File: config.mk
export PLATFORM = sky130hd
export DESIGN_NAME = dcache_ctrl_flat
export DESIGN_NICKNAME = d
export VERILOG_FILES = /design/src/rtl/dcache_pkg.sv /design/src/rtl/dcache_if.sv /design/src/rtl/dcache_array.sv /design/src/rtl/dcache_ctrl.sv /design/src/flat_wrapper.sv
export SDC_FILE = /design/constraint.sdc
export NUM_CORES = 1
export LEC_CHECK = 0
export ABC_AREA = 1
export ABC_CLOCK_PERIOD_IN_PS = 3900
export BUFFER_PORTS_ARGS = -buffer_cell sky130_fd_sc_hd__buf_2
export CORE_MARGIN = 2
export CORE_UTILIZATION = 39
export CTS_BUF_LIST = sky130_fd_sc_hd__clkbuf_2 sky130_fd_sc_hd__clkbuf_4 sky130_fd_sc_hd__clkbuf_8
export DETAILED_ROUTE_END_ITERATION = 8
export MAX_ROUTING_LAYER = met4
export REMOVE_ABC_BUFFERS = 1
export SYNTH_ARGS = -nofsm -noshare
export SYNTH_HDL_FRONTEND = slang
export SYNTH_SLANG_ARGS = --single-unit
File: constraint.sdc
create_clock -name clk -period 3.9 [get_ports clk]
set_clock_uncertainty 0.1 [all_clocks]
set_input_delay 0.39 -clock clk [delete_from_list [all_inputs] [get_ports clk]]
set_output_delay 0.39 -clock clk [all_outputs]
set_load 0.1 [all_outputs]
File: src/rtl/dcache_pkg.sv
// dcache_pkg: geometry constants and FSM state encoding shared by the data cache.
package dcache_pkg;

    localparam int NUM_BLOCKS  = 8;
    localparam int BLOCK_BYTES = 4;
    localparam int ADDR_W      = 8;

    localparam int IDX_W   = $clog2(NUM_BLOCKS);
    localparam int OFF_W   = $clog2(BLOCK_BYTES);
    localparam int TAG_W   = ADDR_W - IDX_W - OFF_W;
    localparam int LINE_W  = 8 * BLOCK_BYTES;
    localparam int BADDR_W = ADDR_W - OFF_W;

    typedef enum logic [1:0] {
        IDLE       = 2'd0,
        WRITE_BACK = 2'd1,
        MEM_FETCH  = 2'd2,
        UPDATE     = 2'd3
    } state_t;

endpackage

File: src/rtl/dcache_if.sv
// dcache_if: CPU load/store path and block-wide memory bus seen by the cache.
// slave = the cache itself, master = the CPU plus data memory around it.
interface dcache_if;
    import dcache_pkg::*;

    logic                read;
    logic                write;
    logic [ADDR_W-1:0]   address;
    logic [7:0]          writedata;
    logic [7:0]          readdata;
    logic                busywait;

    logic                mem_read;
    logic                mem_write;
    logic [BADDR_W-1:0]  mem_address;
    logic [LINE_W-1:0]   mem_writedata;
    logic [LINE_W-1:0]   mem_readdata;
    logic                mem_busywait;

    modport master (
        output read, write, address, writedata, mem_readdata, mem_busywait,
        input  readdata, busywait, mem_read, mem_write, mem_address, mem_writedata
    );

    modport slave (
        input  read, write, address, writedata, mem_readdata, mem_busywait,
        output readdata, busywait, mem_read, mem_write, mem_address, mem_writedata
    );

endinterface

File: src/rtl/dcache_array.sv
// dcache_array: valid/dirty/tag/data storage. Only valid and dirty are
// cleared by reset; tag and data contents survive it.
module dcache_array
    import dcache_pkg::*;
(
    input  logic              clk,
    input  logic              reset,
    input  logic [IDX_W-1:0]  rd_idx,
    output logic              rd_valid,
    output logic              rd_dirty,
    output logic [TAG_W-1:0]  rd_tag,
    output logic [LINE_W-1:0] rd_data,
    input  logic              wr_en,
    input  logic [IDX_W-1:0]  wr_idx,
    input  logic [OFF_W-1:0]  wr_off,
    input  logic [7:0]        wr_byte,
    input  logic              fill_en,
    input  logic [IDX_W-1:0]  fill_idx,
    input  logic [TAG_W-1:0]  fill_tag,
    input  logic [LINE_W-1:0] fill_data
);
    logic [NUM_BLOCKS-1:0] valid;
    logic [NUM_BLOCKS-1:0] dirty;
    logic [TAG_W-1:0]      tag_arr  [NUM_BLOCKS];
    logic [LINE_W-1:0]     data_arr [NUM_BLOCKS];

    assign rd_valid = valid[rd_idx];
    assign rd_dirty = dirty[rd_idx];
    assign rd_tag   = tag_arr[rd_idx];
    assign rd_data  = data_arr[rd_idx];

    // line status: a fill leaves the line clean, a store hit marks it dirty
    always_ff @(posedge clk or negedge reset) begin
        if (!reset) begin
            valid <= '0;
            dirty <= '0;
        end else if (fill_en) begin
            valid[fill_idx] <= 1'b1;
            dirty[fill_idx] <= 1'b0;
        end else if (wr_en) begin
            dirty[wr_idx] <= 1'b1;
        end
    end

    // tag and data storage, deliberately not reset
    always_ff @(posedge clk) begin
        if (fill_en) begin
            tag_arr[fill_idx]  <= fill_tag;
            data_arr[fill_idx] <= fill_data;
        end else if (wr_en) begin
            data_arr[wr_idx][{wr_off, 3'b000} +: 8] <= wr_byte;
        end
    end

endmodule

File: src/rtl/dcache_ctrl.sv
// dcache_ctrl: direct-mapped, write-back, write-allocate data cache controller.
// Define DCACHE_STATS_EN to add saturating hit_count/miss_count outputs.
//
// state      | meaning
// IDLE       | serve hits with no stall; detect misses
// WRITE_BACK | dirty victim line being written to memory
// MEM_FETCH  | requested line being read from memory
// UPDATE     | fetched line written into the array; request replays as a hit
module dcache_ctrl
    import dcache_pkg::*;
(
    input  logic        clk,
    input  logic        reset,
    dcache_if.slave     bus
`ifdef DCACHE_STATS_EN
    ,
    output logic [15:0] hit_count,
    output logic [15:0] miss_count
`endif
);
    state_t            state;
    logic [TAG_W-1:0]  tag, miss_tag, rd_tag;
    logic [IDX_W-1:0]  idx, miss_idx, rd_idx;
    logic [OFF_W-1:0]  off;
    logic              rd_valid, rd_dirty;
    logic              req, hit, idle_hit;
    logic [LINE_W-1:0] rd_data, fill_buf;
    logic [7:0]        rd_hold;

    assign tag = bus.address[ADDR_W-1 -: TAG_W];
    assign idx = bus.address[OFF_W +: IDX_W];
    assign off = bus.address[OFF_W-1:0];

    // Miss handling works from the latched index/tag so a dropped request
    // cannot redirect a transfer that is already under way.
    assign rd_idx   = (state == IDLE) ? idx : miss_idx;
    assign req      = bus.read | bus.write;
    assign hit      = rd_valid && (rd_tag == tag);
    assign idle_hit = (state == IDLE) && hit;

    assign bus.busywait      = req && !idle_hit;
    assign bus.readdata      = idle_hit ? rd_data[{off, 3'b000} +: 8] : rd_hold;
    assign bus.mem_address   = (state == WRITE_BACK) ? {rd_tag, miss_idx} : {miss_tag, miss_idx};
    assign bus.mem_writedata = rd_data;

    dcache_array u_array (
        .clk       (clk),
        .reset     (reset),
        .rd_idx    (rd_idx),
        .rd_valid  (rd_valid),
        .rd_dirty  (rd_dirty),
        .rd_tag    (rd_tag),
        .rd_data   (rd_data),
        .wr_en     (idle_hit && bus.write),
        .wr_idx    (idx),
        .wr_off    (off),
        .wr_byte   (bus.writedata),
        .fill_en   (state == UPDATE),
        .fill_idx  (miss_idx),
        .fill_tag  (miss_tag),
        .fill_data (fill_buf)
    );

    // miss FSM with registered memory strobes; readdata holds its last value
    always_ff @(posedge clk or negedge reset) begin
        if (!reset) begin
            state         <= IDLE;
            bus.mem_read  <= 1'b0;
            bus.mem_write <= 1'b0;
            miss_tag      <= '0;
            miss_idx      <= '0;
            fill_buf      <= '0;
            rd_hold       <= '0;
        end else begin
            rd_hold <= bus.readdata;
            case (state)
                IDLE: begin
                    if (req && !hit) begin
                        miss_tag <= tag;
                        miss_idx <= idx;
                        if (rd_dirty) begin
                            state         <= WRITE_BACK;
                            bus.mem_write <= 1'b1;
                        end else begin
                            state        <= MEM_FETCH;
                            bus.mem_read <= 1'b1;
                        end
                    end
                end
                WRITE_BACK: begin
                    if (bus.mem_write && !bus.mem_busywait) begin
                        state         <= MEM_FETCH;
                        bus.mem_write <= 1'b0;
                        bus.mem_read  <= 1'b1;
                    end
                end
                MEM_FETCH: begin
                    if (bus.mem_read && !bus.mem_busywait) begin
                        state        <= UPDATE;
                        bus.mem_read <= 1'b0;
                        fill_buf     <= bus.mem_readdata;
                    end
                end
                UPDATE: begin
                    state <= IDLE;
                end
                default: begin
                    state <= IDLE;
                end
            endcase
        end
    end

`ifdef DCACHE_STATS_EN
    state_t prev_state;

    // saturating counters; the replay hit right after UPDATE is not a hit
    always_ff @(posedge clk or negedge reset) begin
        if (!reset) begin
            prev_state <= IDLE;
            hit_count  <= '0;
            miss_count <= '0;
        end else begin
            prev_state <= state;
            if (idle_hit && req && prev_state != UPDATE && hit_count != 16'hFFFF)
                hit_count <= hit_count + 16'd1;
            if (state == IDLE && req && !hit && miss_count != 16'hFFFF)
                miss_count <= miss_count + 16'd1;
        end
    end
`endif

endmodule

File: src/flat_wrapper.sv
// flat-port wrapper written by rule: the top's interface ports become plain ports
module dcache_ctrl_flat import dcache_pkg::*;
  (clk, reset, bus_read, bus_write, bus_address, bus_writedata, bus_mem_readdata, bus_mem_busywait, bus_readdata, bus_busywait, bus_mem_read, bus_mem_write, bus_mem_address, bus_mem_writedata);
  dcache_if bus_i ();
  input  logic clk;
  input  logic reset;
  input wire logic [$bits(bus_i.read)-1:0] bus_read;
  input wire logic [$bits(bus_i.write)-1:0] bus_write;
  input wire logic [$bits(bus_i.address)-1:0] bus_address;
  input wire logic [$bits(bus_i.writedata)-1:0] bus_writedata;
  input wire logic [$bits(bus_i.mem_readdata)-1:0] bus_mem_readdata;
  input wire logic [$bits(bus_i.mem_busywait)-1:0] bus_mem_busywait;
  output wire logic [$bits(bus_i.readdata)-1:0] bus_readdata;
  output wire logic [$bits(bus_i.busywait)-1:0] bus_busywait;
  output wire logic [$bits(bus_i.mem_read)-1:0] bus_mem_read;
  output wire logic [$bits(bus_i.mem_write)-1:0] bus_mem_write;
  output wire logic [$bits(bus_i.mem_address)-1:0] bus_mem_address;
  output wire logic [$bits(bus_i.mem_writedata)-1:0] bus_mem_writedata;
  assign bus_i.read = bus_read;
  assign bus_i.write = bus_write;
  assign bus_i.address = bus_address;
  assign bus_i.writedata = bus_writedata;
  assign bus_i.mem_readdata = bus_mem_readdata;
  assign bus_i.mem_busywait = bus_mem_busywait;
  assign bus_readdata = bus_i.readdata;
  assign bus_busywait = bus_i.busywait;
  assign bus_mem_read = bus_i.mem_read;
  assign bus_mem_write = bus_i.mem_write;
  assign bus_mem_address = bus_i.mem_address;
  assign bus_mem_writedata = bus_i.mem_writedata;
  dcache_ctrl u_core (.clk(clk), .reset(reset), .bus(bus_i));
endmodule
==> flow_metrics.tcl, run 1 <==
set metrics [dict create \
    n_fill_cell 3367 \
    clock-sinks 346 \
    grt_max_degree 67 \
    dp_slack_ns 0.04283 \
    num_rows 71 \
    clk_pin_slew_ns 0.06 \
    fin_cells 2119 \
    tns_ns 0 \
    cts_buffers 56 \
    hold_viol 0 \
    clk-insertion-delay-late_ns 0.63 \
    slowest_delay_ns 0.41 \
    maxCapViolations 0 \
    final_core_util_pct 50.77 \
    critical_path_class "reg -> out" \
    synthTopCellsByArea "edfxtp_1 (56%), dfrtp_1 (11%), o21ai_0 (5.9%)" \
    hp-class "in -> reg" \
    syn_to_final_growth_pct 27.74 \
    max_freq_mhz 263.2 \
    port_buffers 101 \
    synth_edf_count 280 \
    cp_num_buf_inv 5 \
    core_region_area_um2 37840 \
    cp_top_family "buffers and inverters" \
    synth_area_per_cell_um2 11.13 \
    setup_viol 0 \
    die_x_um 200.4 \
    clockRootBuffer "clkbuf_8" \
    async_flop_share_pct 19.08 \
    setup_slack_ns 0.1006 \
    drtIter0Drc 1685 \
    yosys.area.top_type "edfxtp_1" \
    crit_path_start_kind "flop" \
    finalCriticalPeriod_ns 3.799 \
    outcome "finished, final reports clean" \
    synth_area_um2 15040 \
    grt_overflow 0 \
    regArea_um2 10060 \
    tightest_slew_ns 0.9807 \
    endpoint_kind "output port" \
    crit_arrival_ns 3.31 \
    ant_nets 0 \
    crit_required_ns 3.41 \
    multi_input_area_um2 4682 \
    finalCritPeriodShare_pct 97.42 \
    pin_count 102 \
    floorplan.initialDensity_pct 39.75 \
    yosysWarnings 0 \
    synth_top_area_share_pct 55.90 \
    syn_inst 1351 \
    grt_pass1_vias 11006 \
    relSlewSlack_pct 34.62 \
    cp_common_cell "nand2_2" \
    ys_types 36 \
    place.gp.congestion 0.8719 \
    crit_fanout 24 \
    die_area_um2 40160 \
    wirelength_um 46930 \
    dp_cells 1950 \
    grtUsageTotal_pct 22.99 \
    wl_per_cell_um 22.15 \
    crit_chain "inv_2 > ha_4 > buf_6 > nand2_4 > nand2_8 > buf_4 > clkbuf_16 > o21ai_0 > o22ai_1 > nand2_1 > nand2_2 > o21ai_0 > o22ai_1 > nand2_2 > nand2_2 > buf_12" \
    cts_max_level 2 \
    drt-pass1-iter-count 6 \
    antenna_found_initial 1 \
    die_h_um 200.4 \
    drive_gt1_share_pct 26.03 \
    grt_first_pass_wirelength_um 68550 \
    place_hpwl_um 29760 \
    avgViaCountPerCell 5.507 \
    vias 11670 \
    route.detailed.drc 0 \
    ys_seq_elements 346 \
    critPathSlowestCell "dfrtp_1" \
    ys_seq_area_share_pct 66.88 \
    ys.flop_type "edfxtp_1" \
    clk_path_buf_depth 3 \
    cts_tree "done" \
    drv_slew 0 \
    nNetsFinal 1623 \
]
==> worst paths after layout <==
kind / start / to / slack (ns) / depth (start not counted)
max reg2reg: u_core.state[0] / u_core.u_array.data_arr[2][17] / 0.24 / 23
min reg2reg: u_core.u_array.valid[3] / u_core.u_array.valid[3] / 0.36 / 2
max in group asynchronous: reset / u_core.miss_idx[0] / 2.64 / 2
min: bus_address[2] / u_core.miss_idx[0] / 0.05 / 3
max: u_core.state[0] / bus_readdata[7] / 0.10 / 16
min in group asynchronous: reset / u_core.fill_buf[28] / 0.39 / 2
==> kinds of logic after synthesis <==
| kind of cell | after synthesis | share of synthesized area, % |
|---|---|---|
| AOI/OAI and AO/OA | 279 | 10.35 |
| muxes | 32 | 2.396 |
| adders and majority gates | 9 | 0.7486 |
| buffers and inverters | 134 | 3.843 |
| DFF | 346 | 66.88 |
| and+or+nand+nor | 551 | 15.79 |
==> final cells by class <==
cell class                      instances  area share [%]
Timing Repair Buffer                  231           12.67
Tap cell                              511           3.327
Clock inverter                         12          0.6251
Inverter                               53           1.055
Antenna cell                            2         0.02605
Clock buffer                           91           5.574
Multi-Input combinational cell        873           24.37
Sequential cell                       346           52.36
==> timing repair <==
item / CTS / global route
pin swaps: 2 / 17
setup buffers: 2 / 16
hold endpoints to repair: 102 / 0
gates resized for setup: 50 / 46
endpoints found under the setup margin: 14 / 394
cloned: 4 / 5
hold buffers: 37 / 0
==> synthesized netlist by cell type, types with 2 or more instances <==
library cell,count
clkbuf_1,51
a31oi_1,7
nand3_2,11
inv_2,5
mux2_2,32
nand2_2,11
nand2_4,4
nand4_1,16
nand3_1,78
buf_6,4
a21oi_1,16
ha_1,9
o211ai_4,2
o22ai_1,68
nand2_1,192
o21ai_0,178
nor2_1,234
buf_1,6
edfxtp_1,280
buf_2,12
o21ai_2,2
dfrtp_1,66
buf_4,8
inv_1,47
==> layout by cell type, fill, tap and decap left out, types with 5 or more instances in the layout <==
cell type / count
edfxtp_1: 280
nor2_1: 231
o21ai_0: 175
nand2_1: 160
nand3_1: 75
buf_4: 73
o22ai_1: 68
dfrtp_1: 65
clkbuf_8: 62
buf_2: 61
buf_12: 45
inv_1: 44
nand2_2: 38
dlygate4sd3_1: 37
mux2_2: 32
clkbuf_4: 29
nand4_1: 16
a21oi_1: 16
nand3_2: 14
inv_2: 7
nand2_4: 7
ha_1: 7
clkinv_1: 6
buf_16: 5
buf_6: 5
==> flip-flops by register name, summed over array words and instances (netlist names) <==
register and count:
u_core.bus.mem_read 1, u_core.bus.mem_write 1, u_core.fill_buf 32, u_core.miss_idx 3
u_core.miss_tag 3, u_core.rd_hold 8, u_core.state 2, u_core.u_array.data_arr 256
u_core.u_array.dirty 8, u_core.u_array.tag_arr 24, u_core.u_array.valid 8
==> worst register-to-register path, delay by kind of cell, from the launching register on <==
kind | cells | cell delay, ns
compound gates | 1 | 0.13
fa+ha+maj | 1 | 0.17
buf+inv | 6 | 1.08
flops | 1 | 0.41
simple gates | 15 | 1.48
==> through the flow <==
stage / cell area, um^2 / hold WS [ns]
after global routing: 19210 / 0.04824
after global placement: 16960 / 0.3429
after CTS: 18820 / 0.007917
after floorplan: 14660 / -0.005591
final: 19210 / 0.05089
after detailed placement: 16960 / 0.3479
==> per-layer routing <==
layer / global-route usage (%) / routed length [um] / vias up
met1: 32.63 / 19960 / 5672
met2: 32.68 / 20770 / 675
met5: - / 0 / -
li1: - / - / 5225
met4: 8.624 / 1672 / 0
met3: 4.491 / 4529 / 98
Power of run 1 is left out: the tool's default activity adds up to more than one toggle a clock period on the data nets, which glitch-free logic cannot reach.
==> inputs of run 2 (changes only) <==
==> constraint.sdc (replaced) <==
create_clock -name clk -period 3.9 [get_ports clk]
set_clock_uncertainty 0.1 [all_clocks]
set_input_delay 0.78 -clock clk [delete_from_list [all_inputs] [get_ports clk]]
set_output_delay 0.78 -clock clk [all_outputs]
set_load 0.1 [all_outputs]
==> flow_metrics.tcl, run 2 (synthesis gave the netlist of run 1 again) <==
set metrics [dict create \
    outcome "finished, violations left" \
    failed_checks "setup timing" \
    timing.rr.end "u_core.u_array.data_arr[4][1]" \
    grt_overflow 0 \
    vias 11844 \
    avgViaCountPerCell 5.476 \
    cp_num_cells 16 \
    crit_end "bus_readdata[2]" \
    crit_path_start_kind "flop" \
    fin_area_um2 19950 \
    r2r_cells 20 \
    layout_commonest_cell "edfxtp_1" \
    clockRootBuffer "clkbuf_8" \
    wl_met2_um 21940 \
    final_cell_mix "edfxtp_1 (280), nor2_1 (226), nand2_1 (150)" \
    maxCapViolations 0 \
    setup_slack_ns -0.1803 \
    finalCritPeriodShare_pct 104.6 \
    port_buffers 101 \
    tightest_slew_ns 0.9761 \
    reg_top3 "u_core.u_array.data_arr: 256 flops, u_core.fill_buf: 32 flops, u_core.u_array.tag_arr: 24 flops" \
    slowest_delay_ns 0.39 \
    num_rows 71 \
    finalCriticalPeriod_ns 4.080 \
    grt_first_pass_wirelength_um 69320 \
    dp_slack_ns -0.09352 \
    cts_hold_buf 0 \
    core_region_area_um2 37840 \
    floorplan.initialDensity_pct 39.75 \
    regMostFlops "u_core.u_array.data_arr" \
    relSlewSlack_pct 34.93 \
    syn_to_final_growth_pct 32.64 \
    dpl_cell_area_um2 17420 \
    critical_path_class "reg -> out" \
    crit_chain "inv_2 > ha_4 > inv_8 > nand2_8 > nand2_8 > buf_16 > buf_4 > o21ai_0 > o22ai_1 > nand2_1 > nand2_4 > nor2_1 > o22ai_1 > nand2_1 > nand2_2 > buf_12" \
    grtUsageTotal_pct 23.30 \
    route.detailed.drc 0 \
    grt_max_degree 67 \
    antenna_found_initial 0 \
    nNetsFinal 1666 \
    largest_register_ffs 256 \
    route.met3.wl_um 4110 \
    cts_buffers 57 \
    place.gp.congestion 0.9082 \
    drtIter0Drc 1410 \
    cts_max_level 2 \
    rsz0062_at_grt "yes" \
    pin_count 102 \
    drt-pass1-iter-count 5 \
    wl_per_cell_um 21.77 \
    die_x_um 200.4 \
    place_hpwl_um 28760 \
    grt_pass1_vias 11417 \
    crit_fanout 14 \
    highest_layer "met4" \
    rrSetupSlack_ns 0.19 \
    ant_nets 0 \
    endpoint_kind "output port" \
    crit_arrival_ns 3.20 \
    insertedDiodeCount 0 \
    drive_gt1_share_pct 32.26 \
    n_fill_cell 3328 \
    critPathLaunch "u_core.state[1]" \
    clk-insertion-delay-late_ns 0.62 \
    hold_viol 0 \
    die_area_um2 40160 \
    setup_viol 9 \
    met1_length_um 19730 \
    die_h_um 200.4 \
    r2r-start "u_core.state[1]" \
    wirelength_um 47080 \
    clk_pin_slew_ns 0.07 \
    cts_tree "done" \
    clock-sinks 346 \
    clk_path_buf_depth 3 \
    critPathSlowestCell "dfrtp_1" \
    crit_required_ns 3.02 \
    cp_num_buf_inv 5 \
    hp-class "in -> async" \
    cp_top_family "simple AND/OR/NAND/NOR gates" \
    drv_slew 0 \
    max_freq_mhz 245.1 \
    final_core_util_pct 52.72 \
]
[run 2: cell types whose count changed in the layout (fill, tap and decap cells not counted), moves of 8 or more]
cell           previous run  this run
buf_4                    73       129
clkinv_2                  2        10
dlygate4sd3_1            37         0
nand2_1                 160       150
nand2_4                   7        17
o21ai_0                 175       141
o21ai_1                   1        28
[run 2: final cells by class]
type	count	area (um^2)	area share, %
multi-input cells	874	4892	24.52
well taps	511	639.4	3.205
flip-flops and latches	346	10060	50.43
repair buffers	272	2979	14.93
clock buffers	90	1082	5.425
clock inverters	17	80.08	0.4014
inverters	53	216.5	1.085
[run 2: repair_timing]
| action | in CTS | in global routing |
|---|---|---|
| cloned | 12 | 6 |
| setup endpoints to repair | 38 | 12 |
| endpoints found under the hold margin | 0 | 0 |
| pin swaps | 18 | 37 |
| buffers inserted | 28 | 17 |
| resized for setup | 108 | 80 |
[run 2: worst min-delay path by stage]
stage,end,slack (ns),cells after the start
after global routing,u_core.u_array.valid[4],0.28,1
after detailed placement,u_core.u_array.valid[3],0.35,2
after CTS,u_core.u_array.valid[4],0.24,1
final,u_core.u_array.valid[4],0.23,1
after global placement,u_core.u_array.valid[0],0.34,2
after floorplan,u_core.u_array.valid[0],0.33,2
[run 2: layer usage]
metal / track usage (%) / vias up
li1: - / 5327
met1: 31.38 / 5772
met2: 36.04 / 638
met3: 4.149 / 107
met4: 7.328 / 0
met5: - / -
[run 2: stage by stage]
step,std cells,TNS [ns],hold slack [ns]
floorplan,1270,-499.99,0.3274
global route,2163,-2.491,0.2825
CTS,2142,-0.5571,0.2413
detailed placement,1995,-0.09352,0.3466
global placement,1995,-0.07123,0.3374
finish,2163,-1.270,0.2285
Power of run 2 is left out for the same reason.
==> inputs of run 3 (changes only) <==
Settings changed: CORE_MARGIN 2 to 5, CORE_UTILIZATION 39 to 25, PLACE_DENSITY from default to 0.38.
==> flow_metrics.tcl, run 3 (synthesis gave the netlist of run 1 again) <==
set metrics [dict create \
    crit_arrival_ns 3.15 \
    maxCapViolations 0 \
    largest_register_ffs 256 \
    tns_ns -0.9903 \
    grt_pass1_vias 11474 \
    grt_overflow 0 \
    cts_tree "done" \
    finalCritPeriodShare_pct 103.4 \
    clk-insertion-delay-late_ns 0.66 \
    clockRootBuffer "clkbuf_8" \
    dp_slack_ns -0.06221 \
    critical_path_class "reg -> out" \
    finalCriticalPeriod_ns 4.033 \
    finalHoldWorstSlack_ns 0.1836 \
    drtIter0Drc 848 \
    grt_first_pass_wirelength_um 76360 \
    failed_checks "setup timing" \
    route.detailed.drc 0 \
    wirelength_um 53850 \
    syn_to_final_growth_pct 38.37 \
    place.gp.congestion 0.8182 \
    multi_input_area_um2 4911 \
    regMostFlops "u_core.u_array.data_arr" \
    cts_max_level 2 \
    grtUsageTotal_pct 16.29 \
    drv_slew 0 \
    ant_nets 0 \
    port_buffers 101 \
    clock-sinks 346 \
    crit_fanout 6 \
    hp-class "in -> async" \
    hold_viol 0 \
    floorplan.initialDensity_pct 25.06 \
    clk_pin_slew_ns 0.07 \
    avgViaCountPerCell 4.670 \
    rsz0062_at_grt "yes" \
    relSlewSlack_pct 32.73 \
    outcome "finished, violations left" \
    regArea_um2 10060 \
    die_h_um 255.3 \
    drt-pass1-iter-count 5 \
    die_area_um2 65170 \
    drive_gt1_share_pct 34.00 \
    vias 11595 \
    crit_required_ns 3.02 \
    num_rows 90 \
    wl_per_cell_um 21.69 \
    antenna_found_initial 1 \
    reg_top3 "u_core.u_array.data_arr: 256 flops, u_core.fill_buf: 32 flops, u_core.u_array.tag_arr: 24 flops" \
    final_cell_mix "edfxtp_1 (280), nor2_1 (227), buf_4 (154)" \
    endpoint_kind "output port" \
    nNetsFinal 1714 \
    tightest_slew_ns 1.009 \
    pin_count 102 \
    n_fill_cell 6022 \
    grt_max_degree 67 \
    core_region_area_um2 60020 \
    max_freq_mhz 247.9 \
    clk_path_buf_depth 3 \
    setup_viol 9 \
    setup_slack_ns -0.1332 \
    final_core_util_pct 34.68 \
    layout_commonest_cell "edfxtp_1" \
    die_x_um 255.3 \
    crit_path_start_kind "flop" \
    place_hpwl_um 34730 \
    cts_buffers 60 \
]
[run 3: what timing repair did]
action                                  4_1_cts  5_1_grt
resized for setup                            91      111
buffers inserted                             40       29
gates cloned                                  5       11
pin swaps                                    23       59
hold buffers                                  0        0
hold endpoints to repair                      0        0
endpoints found under the setup margin       41       22
[run 3: worst paths after layout]
path / startpoint / end / slack, ns / cells after the start
worst min-delay path: reset / u_core.miss_tag[0] / 0.18 / 1
worst min register to register: u_core.u_array.valid[5] / u_core.u_array.valid[5] / 0.36 / 2
min in group clk: bus_mem_readdata[2] / u_core.fill_buf[2] / 0.25 / 2
worst max register to register: u_core.miss_idx[1] / u_core.u_array.data_arr[3][20] / 0.15 / 21
max in group asynchronous: reset / u_core.miss_idx[0] / 2.83 / 1
worst max-delay path: u_core.miss_idx[1] / bus_readdata[5] / -0.13 / 17
[run 3: final cells by class]
| class | instances | share of cell area, % |
|---|---|---|
| Sequential cell | 346 | 48.34 |
| Multi-Input combinational cell | 873 | 23.59 |
| Timing Repair Buffer | 318 | 16.61 |
| Clock buffer | 85 | 4.959 |
| Tap cell | 782 | 4.701 |
| Inverter | 53 | 1.028 |
| Clock inverter | 25 | 0.7574 |
| Antenna cell | 1 | 0.01202 |
[run 3: per-stage QoR]
stage | cells | area (um^2)
2_1_floorplan | 1270 | 14660
3_3_place_gp | 2290 | 18010
3_5_place_dp | 2290 | 18010
4_1_cts | 2445 | 19980
5_1_grt | 2483 | 20810
6_report | 2483 | 20810
[run 3: per-layer routing]
layer  routed length [um]  share of wire (%)  global-route usage (%)
met1                25780                 48                   22.88
met2                24230                 45                   24.61
met3                 3010                5.6                   3.343
met4                  835                1.6                   3.357
met5                    0                  0                       -
[run 3: critical path: stages, from the launching register on]
cell and delay [ns]:
dfrtp_1 0.47, inv_2 0.13, o21ai_4 0.31, buf_12 0.19
buf_12 0.13, nand3_2 0.08, nand3_2 0.08, nand2_2 0.05
inv_2 0.07, nand2_2 0.06, nor2_4 0.11, nand3_4 0.10
buf_12 0.15, inv_6 0.05, buf_8 0.12, nand2_1 0.07
nand2_2 0.10, buf_12 0.18
Power of run 3 is left out for the same reason.
